===== config.mk =====
export PLATFORM = sky130hd
export DESIGN_NAME = poly_byte_unpack
export DESIGN_NICKNAME = d
export VERILOG_FILES = /design/src/rtl/kyber_pkg.sv /design/src/rtl/poly_byte_unpack.sv
export SDC_FILE = /design/constraint.sdc
export NUM_CORES = 1
export LEC_CHECK = 0
export ABC_AREA = 1
export CAP_MARGIN = 20
export CORE_MARGIN = 5
export CORE_UTILIZATION = 39
export CTS_CLUSTER_DIAMETER = 60
export DETAILED_ROUTE_END_ITERATION = 8
export PLACE_DENSITY = 0.62
export SYNTH_ARGS = -nofsm -noshare
export SYNTH_HDL_FRONTEND = slang
export SYNTH_SLANG_ARGS = --single-unit

===== constraint.sdc =====
create_clock -name clk -period 4.4 [get_ports clk]
set_input_delay 0.66 -clock clk [delete_from_list [all_inputs] [get_ports clk]]
set_output_delay 0.66 -clock clk [all_outputs]
set_load 0.03 [all_outputs]

===== src/rtl/kyber_pkg.sv =====
// Shared constants and FSM encoding for the polynomial byte-stream unpackers.
package kyber_pkg;
  localparam int Q          = 3329;
  localparam int NUM_COEFFS = 256;

  typedef enum logic [1:0] {IDLE, RUN, DONE} state_e;

  // Bytes per polynomial: 256 coefficients of ell bits each, packed tightly.
  function automatic int byte_count(input int ell);
    return 32 * ell;
  endfunction
endpackage


===== src/rtl/poly_byte_unpack.sv =====
// Unpacks an LSB-first byte stream into NUM_COEFFS coefficients of ELL bits.
// The accumulator is inline, and coeff comes straight from the buffer's low bits.
module poly_byte_unpack #(
  parameter int ELL        = 12,
  parameter int NUM_COEFFS = kyber_pkg::NUM_COEFFS,
  parameter int Q          = kyber_pkg::Q
) (
  input  logic           clk,
  input  logic           rst_n,
  input  logic           start,
  input  logic [7:0]     in_data,
  input  logic           in_valid,
  output logic           in_ready,
  output logic [ELL-1:0] coeff,
  output logic           coeff_valid,
  input  logic           coeff_ready,
  output logic [7:0]     coeff_idx,
  output logic           done,
  output logic           err_range
);
  import kyber_pkg::*;

  localparam int BYTE_COUNT = byte_count(ELL);
  localparam int BUFW       = ELL + 7;
  localparam int BCW        = $clog2(ELL + 8);
  localparam int BTW        = $clog2(BYTE_COUNT + 1);

  state_e          state;
  logic [BUFW-1:0] bit_buf;
  logic [BCW-1:0]  bit_count;
  logic [BTW-1:0]  bytes_taken;
  logic [7:0]      idx_q;
  logic            err_q;

  logic accept, pop, last, over_q;

  assign in_ready    = (state == RUN) && (bit_count < BCW'(ELL)) &&
                       (bytes_taken < BTW'(BYTE_COUNT));
  assign coeff_valid = (state == RUN) && (bit_count >= BCW'(ELL));
  assign accept      = in_valid && in_ready;
  assign pop         = coeff_valid && coeff_ready;
  assign last        = (idx_q == 8'(NUM_COEFFS - 1));

  assign coeff     = bit_buf[ELL-1:0];
  assign coeff_idx = idx_q;
  assign done      = (state == DONE);
  // Range check only has meaning for full 12-bit coefficients.
  assign over_q    = (ELL == 12) && ({{(32-ELL){1'b0}}, coeff} >= Q[31:0]);
  assign err_range = (ELL == 12) ? err_q : 1'b0;

  always_ff @(posedge clk or negedge rst_n) begin
    if (!rst_n) begin
      state       <= IDLE;
      bit_buf     <= '0;
      bit_count   <= '0;
      bytes_taken <= '0;
      idx_q       <= '0;
      err_q       <= 1'b0;
    end else begin
      case (state)
        IDLE: if (start) begin
          state       <= RUN;
          bit_buf     <= '0;
          bit_count   <= '0;
          bytes_taken <= '0;
          idx_q       <= '0;
          err_q       <= 1'b0;
        end
        RUN: begin
          // accept needs bit_count < ELL, pop needs >= ELL: never both.
          if (accept) begin
            bit_buf     <= bit_buf | (BUFW'(in_data) << bit_count);
            bit_count   <= bit_count + BCW'(8);
            bytes_taken <= bytes_taken + 1'b1;
          end else if (pop) begin
            bit_buf   <= bit_buf >> ELL;
            bit_count <= bit_count - BCW'(ELL);
            idx_q     <= last ? 8'd0 : idx_q + 8'd1;
            if (over_q) err_q <= 1'b1;
            if (last) state <= DONE;
          end
        end
        DONE:    state <= IDLE;
        default: state <= IDLE;
      endcase
    end
  end
endmodule


* After elaboration in Yosys (flattened, before gate mapping)
Index checks and enable logic that the tools add are counted.
Operators by class: shift-type cells 1, mux-type cells 26, $add $sub $neg 4, reduce and logical (&&, ||, !) cells 12, magnitude comparators 4, bitwise logic cells 1, equal/unequal tests 10
Operators with widths (count):
- 19-bit 2-to-1 mux | 3
- 19-bit case mux with 2 select lines | 1
- 8-bit 2-to-1 mux | 4
- 19-bit OR | 1
- 8-bit by 5-bit left shift with 19-bit output | 1
- 9-bit 2-to-1 mux | 2
- 9-bit case mux with 2 select lines | 1
- 8-bit case mux with 2 select lines | 1
- 5-bit 2-to-1 mux | 3
- 12-bit greater-or-equal comparator, second input constant | 1
- 2-bit != test, second input constant | 6
- 5-bit case mux with 2 select lines | 1
- 9-bit by 1-bit adder with 9-bit output, second input constant | 1
- 9-bit less-than comparator, second input constant | 1
- 8-bit by 1-bit adder with 8-bit output, second input constant | 1
- 8-bit == test, second input constant | 1
- 2-bit 2-to-1 mux | 4
- 4-bit AND reduction | 2
- 3-bit AND reduction | 2
- 5-bit by 4-bit adder with 5-bit output, second input constant | 1
- 5-bit by 4-bit greater-or-equal comparator with 1-bit output, second input constant | 1
- 1-bit logical AND | 5
- 5-bit by 4-bit less-than comparator with 1-bit output, second input constant | 1
- 5-bit AND reduction | 1
- other kinds (9) | 12
Storage, ports and cells: logic and storage cells 64, output and inout bits 24, register bits 44

* Longest topological paths before layout
depth after elaboration 6, depth in mapped cells 11, mapped depth without buffers 11

* Worst setup path before layout
No wires, ideal clock.
path kind register to output, start reg state[0], end out in_ready, data arrival time 1.406 ns, setup slack 2.334 ns, cell stages (with the launch flop) 6, path through dfrtp_1 -> inv_2 -> nor2_4 -> buf_1 -> nand2_1 -> nor2_1
Between the ends: cells in the longest elaborated chain, start to end 3
RTL lines:
- start: declaration | line poly_byte_unpack.sv:28 | state_e state;
- start signal: assignment | line poly_byte_unpack.sv:53 | state <= IDLE;
- start signal: assignment | line poly_byte_unpack.sv:62 | state <= RUN;
- start signal: assignment | line poly_byte_unpack.sv:80 | if (last) state <= DONE;
- 2-bit by 1-bit == test with 1-bit output | line poly_byte_unpack.sv:37 | assign in_ready = (state == RUN) && (bit_count < BCW'(ELL)) &&
- 1-bit logical AND (2 in series) | line poly_byte_unpack.sv:37
- end: declaration | line poly_byte_unpack.sv:13 | output logic in_ready,
Every way passes these cells.

* Worst setup path in the final report
start reg bit_count[2], end out coeff_valid
Between the ends: cells in the longest elaborated chain, start to end 2
RTL lines:
- start: declaration | line poly_byte_unpack.sv:30 | logic [BCW-1:0] bit_count;
- start signal: assignment | line poly_byte_unpack.sv:73 | bit_count <= bit_count + BCW'(8);
- start signal: assignment | line poly_byte_unpack.sv:77 | bit_count <= bit_count - BCW'(ELL);
- 5-bit by 4-bit greater-or-equal comparator with 1-bit output | line poly_byte_unpack.sv:39 | assign coeff_valid = (state == RUN) && (bit_count >= BCW'(ELL));
- 1-bit logical AND | line poly_byte_unpack.sv:39
- end: declaration | line poly_byte_unpack.sv:15 | output logic coeff_valid,
Every way passes these cells.

==> Flow_metrics.wiki <==
{| class="wikitable"
! Metric !! Value
|-
| Run status || finished, final reports clean
|-
| Overall fraction of global-route tracks in use || 15.2%
|-
| Maximum number of pins on one net before global-route repair || 43
|-
| Endpoint class of the critical path || output port
|-
| Post-CTS Setup Inserts || 0
|-
| Slew at the pin closest to its max-slew limit || 967 ps
|-
| Category of the critical setup timing path || register to output port
|-
| Static leakage || 1.45 nW
|-
| Number of nets with antenna violations after routing || 0
|-
| Number of nets in the finished design || 405
|-
| Final Hold Violating Endpoints || 0
|-
| Hold Startpoint || bit_buf[16]$_DFFE_PN0P_
|-
| Area growth from synthesis to layout || 15.2%
|-
| Origin of the worst setup path || bit_count[2]$_DFFE_PN0P_
|-
| Slowest cell on the critical path || sky130_fd_sc_hd__clkdlybuf4s50_1
|-
| Count of synthesis-stage warnings from yosys || 0
|-
| TritonCTS clock tree || done
|-
| Via count of the first global-routing pass || 2172
|-
| Post-Syn Area per Cell || ~7.1 um^2
|-
| H-tree depth || 2
|-
| Share of the synthesized area in the top cell type || 40.7%
|-
| Post-Layout Inst Area || 0.00297 mm^2
|-
| Sequential-to-total area share from yosys stat || 40.7%
|-
| Standard cell area after detailed placement || 0.00289 mm^2
|-
| Count of instances resized after the clock tree is built || 0
|-
| Worst endpoint data arrival time || 2190 ps
|-
| Post-route clock period utilization || 64.8%
|-
| DIE HEIGHT || 91.4 um
|-
| PortBufs || 36
|-
| Max-Cap Viols || 0
|-
| Setup repair after global routing missed its margin || false
|-
| Die Width || 91.4 um
|-
| Cell area after technology mapping || 0.00258 mm^2
|-
| IR Drop Worst-Case VDD || 0.483 mV
|-
| Gr ovfl total || 0
|-
| Detailed Route Iter0 Violations || 110
|-
| Initial core utilization || 40.4%
|-
| Per-cell via count in the routed design || 5.06
|-
| Via Count || 2345
|-
| Chain of cells forming the critical path || ha_1, ha_1, inv_1, nand3_1, nand2_1, inv_1, clkdlybuf4s50_1
|-
| Buffers plus inverters on the worst setup path || 3
|-
| Net switching power of the design || 1.05 mW
|-
| Reg power frac || around 32%
|-
| Flops & latches, synth || 42
|-
| Crit path largest cell delay || approximately 670 ps
|-
| Antenna diode count || 0
|-
| Switching part of the total power || approximately 51%
|-
| Insertion delay of the later-clocked pin in the worst-skew pair || 290 ps
|-
| Unique cell type count in the Yosys netlist || 28
|-
| Top Family by Delay on Critical Path || buffers and inverters
|-
| Post-route DRC || 0
|-
| Remaining max-slew budget at the tightest pin || 35.5%
|-
| Cell Int Power || approximately 1.0 mW
|-
| Top fanout value on the critical path || 14
|-
| CTS sink count || 42
|-
| Antenna violations before repair || 0
|-
| Worst min-delay path class || register to register
|-
| Wire length of the first global-routing pass || roughly 10000 um
|-
| Final weighted congestion in routability-driven placement || 0.888
|-
| FP Rows || 29
|-
| Origin of the critical flop-to-flop path || bit_count[4]$_DFFE_PN0P_
|-
| Die footprint || 0.00835 mm^2
|-
| Final critical-path required period || 2850 ps
|-
| Syn Nets || 382
|-
| Clock network fraction of design power || between 10% and 20%
|-
| Total wire length after detailed routing || 6120 um
|-
| Type of origin of the critical path || register
|-
| TritonCTS buffer count || 5
|-
| Detailed Routing Iterations Pass 1 || 4
|-
| Fraction of final layout cells with drive strength greater than 1 || under 10%
|-
| Setup clock skew after layout || 5.24 ps
|-
| I/O pins || 37
|-
| PwrDens || just under 700 mW/mm^2
|-
| Number of pins with negative max-slew slack in the final report || 0
|-
| Synth area leaders || sky130_fd_sc_hd__dfrtp_1, sky130_fd_sc_hd__nand2_1, sky130_fd_sc_hd__o21ai_0, sky130_fd_sc_hd__inv_1, sky130_fd_sc_hd__nor2_1
|-
| WL/cell || 13.2 um
|-
| Root Buffer Master || sky130_fd_sc_hd__clkbuf_8
|-
| Post-detailed-placement half-perimeter wirelength || roughly 4400 um
|-
| Clock transition at the registers of the reported paths || 70 ps
|-
| FMAX || about 350 MHz
|-
| Core area || 0.00639 mm^2
|-
| Post-route setup TNS || 0 ps
|-
| Maximum clock insertion buffer count || 2
|-
| Number of hold buffers added after cts || 0
|-
| Required time at the endpoint of the critical path || 3740 ps
|-
| Cells after synthesis || 364
|-
| Cell accounting for the most synthesized area || sky130_fd_sc_hd__dfrtp_1
|-
| Share of total power in combinational logic || 56.2%
|-
| Number of failing setup endpoints in the final timing report || 0
|}
worst min-delay path, delay by kind of cell (launching register included):
family | cells | cell delay, ps
and+or+nand+nor | 2 | 110
DFF | 1 | 360
cells in the mapped netlist (all sizes together):
| cell | instances |
|---|---|
| nor3 | 3 |
| clkbuf | 2 |
| dfrtp | 42 |
| o22ai | 3 |
| inv | 39 |
| nand2 | 119 |
| nand4 | 6 |
| nand3 | 24 |
| clkinv | 1 |
| nor2 | 35 |
| ha | 5 |
| a21oi | 15 |
| buf | 18 |
| xor2 | 5 |
| nand3b | 2 |
| o21ai | 44 |
| a21boi | 1 |
sequential cells by signal (all words and copies together) (netlist names):
register     flops
state            2
bit_count        3
coeff_idx        8
err_range        1
bytes_taken      9
bit_buf         19
path summary, 6_finish.rpt:
path,end,slack [ps],cells after the start
max in group asynchronous,coeff_idx[6]$_DFFE_PN0P_,3280,1
hold / removal,bit_buf[16]$_DFFE_PN0P_,500,2
setup reg to reg,coeff_idx[7]$_DFFE_PN0P_,1990,11
hold reg to reg,bit_buf[16]$_DFFE_PN0P_,500,2
min in group asynchronous,bit_count[3]$_DFFE_PN0P_,530,1
setup / recovery,coeff_valid,1550,7
placed cells by master, fill, tap and decap left out:
cell type / count
sky130_fd_sc_hd__nand2_1: 118
sky130_fd_sc_hd__dfrtp_1: 42
sky130_fd_sc_hd__o21ai_0: 39
sky130_fd_sc_hd__inv_1: 35
sky130_fd_sc_hd__clkdlybuf4s50_1: 35
sky130_fd_sc_hd__nor2_1: 33
sky130_fd_sc_hd__nand3_1: 23
sky130_fd_sc_hd__a21oi_1: 15
sky130_fd_sc_hd__nand4_1: 6
sky130_fd_sc_hd__clkbuf_8: 6
sky130_fd_sc_hd__xor2_1: 5
sky130_fd_sc_hd__ha_1: 5
sky130_fd_sc_hd__inv_2: 4
sky130_fd_sc_hd__o21ai_1: 4
sky130_fd_sc_hd__nor3_1: 3
sky130_fd_sc_hd__o22ai_1: 3
sky130_fd_sc_hd__nand3b_1: 2
sky130_fd_sc_hd__nor2_4: 1
sky130_fd_sc_hd__nand2_4: 1
sky130_fd_sc_hd__nor2_2: 1
sky130_fd_sc_hd__nand3_4: 1
sky130_fd_sc_hd__a21boi_2: 1
sky130_fd_sc_hd__clkinv_1: 1
sky130_fd_sc_hd__o21ai_4: 1
sky130_fd_sc_hd__buf_2: 1
cell type report:
type / instances / area (um^2)
Fill cell: 639 / 3410
Multi-Input combinational cell: 262 / 1240
Sequential cell: 42 / 1050
Timing Repair Buffer: 36 / 355
Inverter: 40 / 150
Tap cell: 77 / 96.3
Clock buffer: 6 / 82.6
per-layer routing:
| layer | track usage (%) | share of wire (%) | vias to the layer above |
|---|---|---|---|
| met5 | 0 | 0 | - |
| met2 | 22.8 | 45 | 67 |
| met3 | 3.22 | 5.2 | 8 |
| met1 | 21.9 | 49 | 1071 |
| met4 | 4.52 | 1.0 | 0 |
| li1 | - | - | 1199 |
metrics by stage:
stage	instances	util (%)	power, mW	setup slack [ps]	hold WS (ps)
final	463	46.6	2.07	1550	499
after global routing	463	46.6	2.28	1420	545
after CTS	463	46.6	2.09	1550	503
after detailed placement	457	45.3	1.84	1880	484
after global placement	457	45.3	1.82	1880	475
after floorplan	364	-	1.56	2330	364
kinds of logic after synthesis:
group	Yosys count	share of synthesized area [%]
adders and majority gates	5	2.42
buffers and inverters	60	11.3
DFF	42	40.7
and+or+nand+nor	189	30.8
AOI/OAI and AO/OA	63	13.0
xor gates and xnor gates	5	1.70
power groups by stage:
stage / combinational (mW) / sequential, mW / clock (mW)
2_1_floorplan: 0.897 / 0.660 / 0
4_1_cts: 1.17 / 0.663 / 0.254
3_3_place_gp: 1.15 / 0.667 / 0
3_5_place_dp: 1.17 / 0.671 / 0
6_report: 1.16 / 0.662 / 0.245
5_1_grt: 1.31 / 0.691 / 0.273
(Power assumes the default switching activity.)
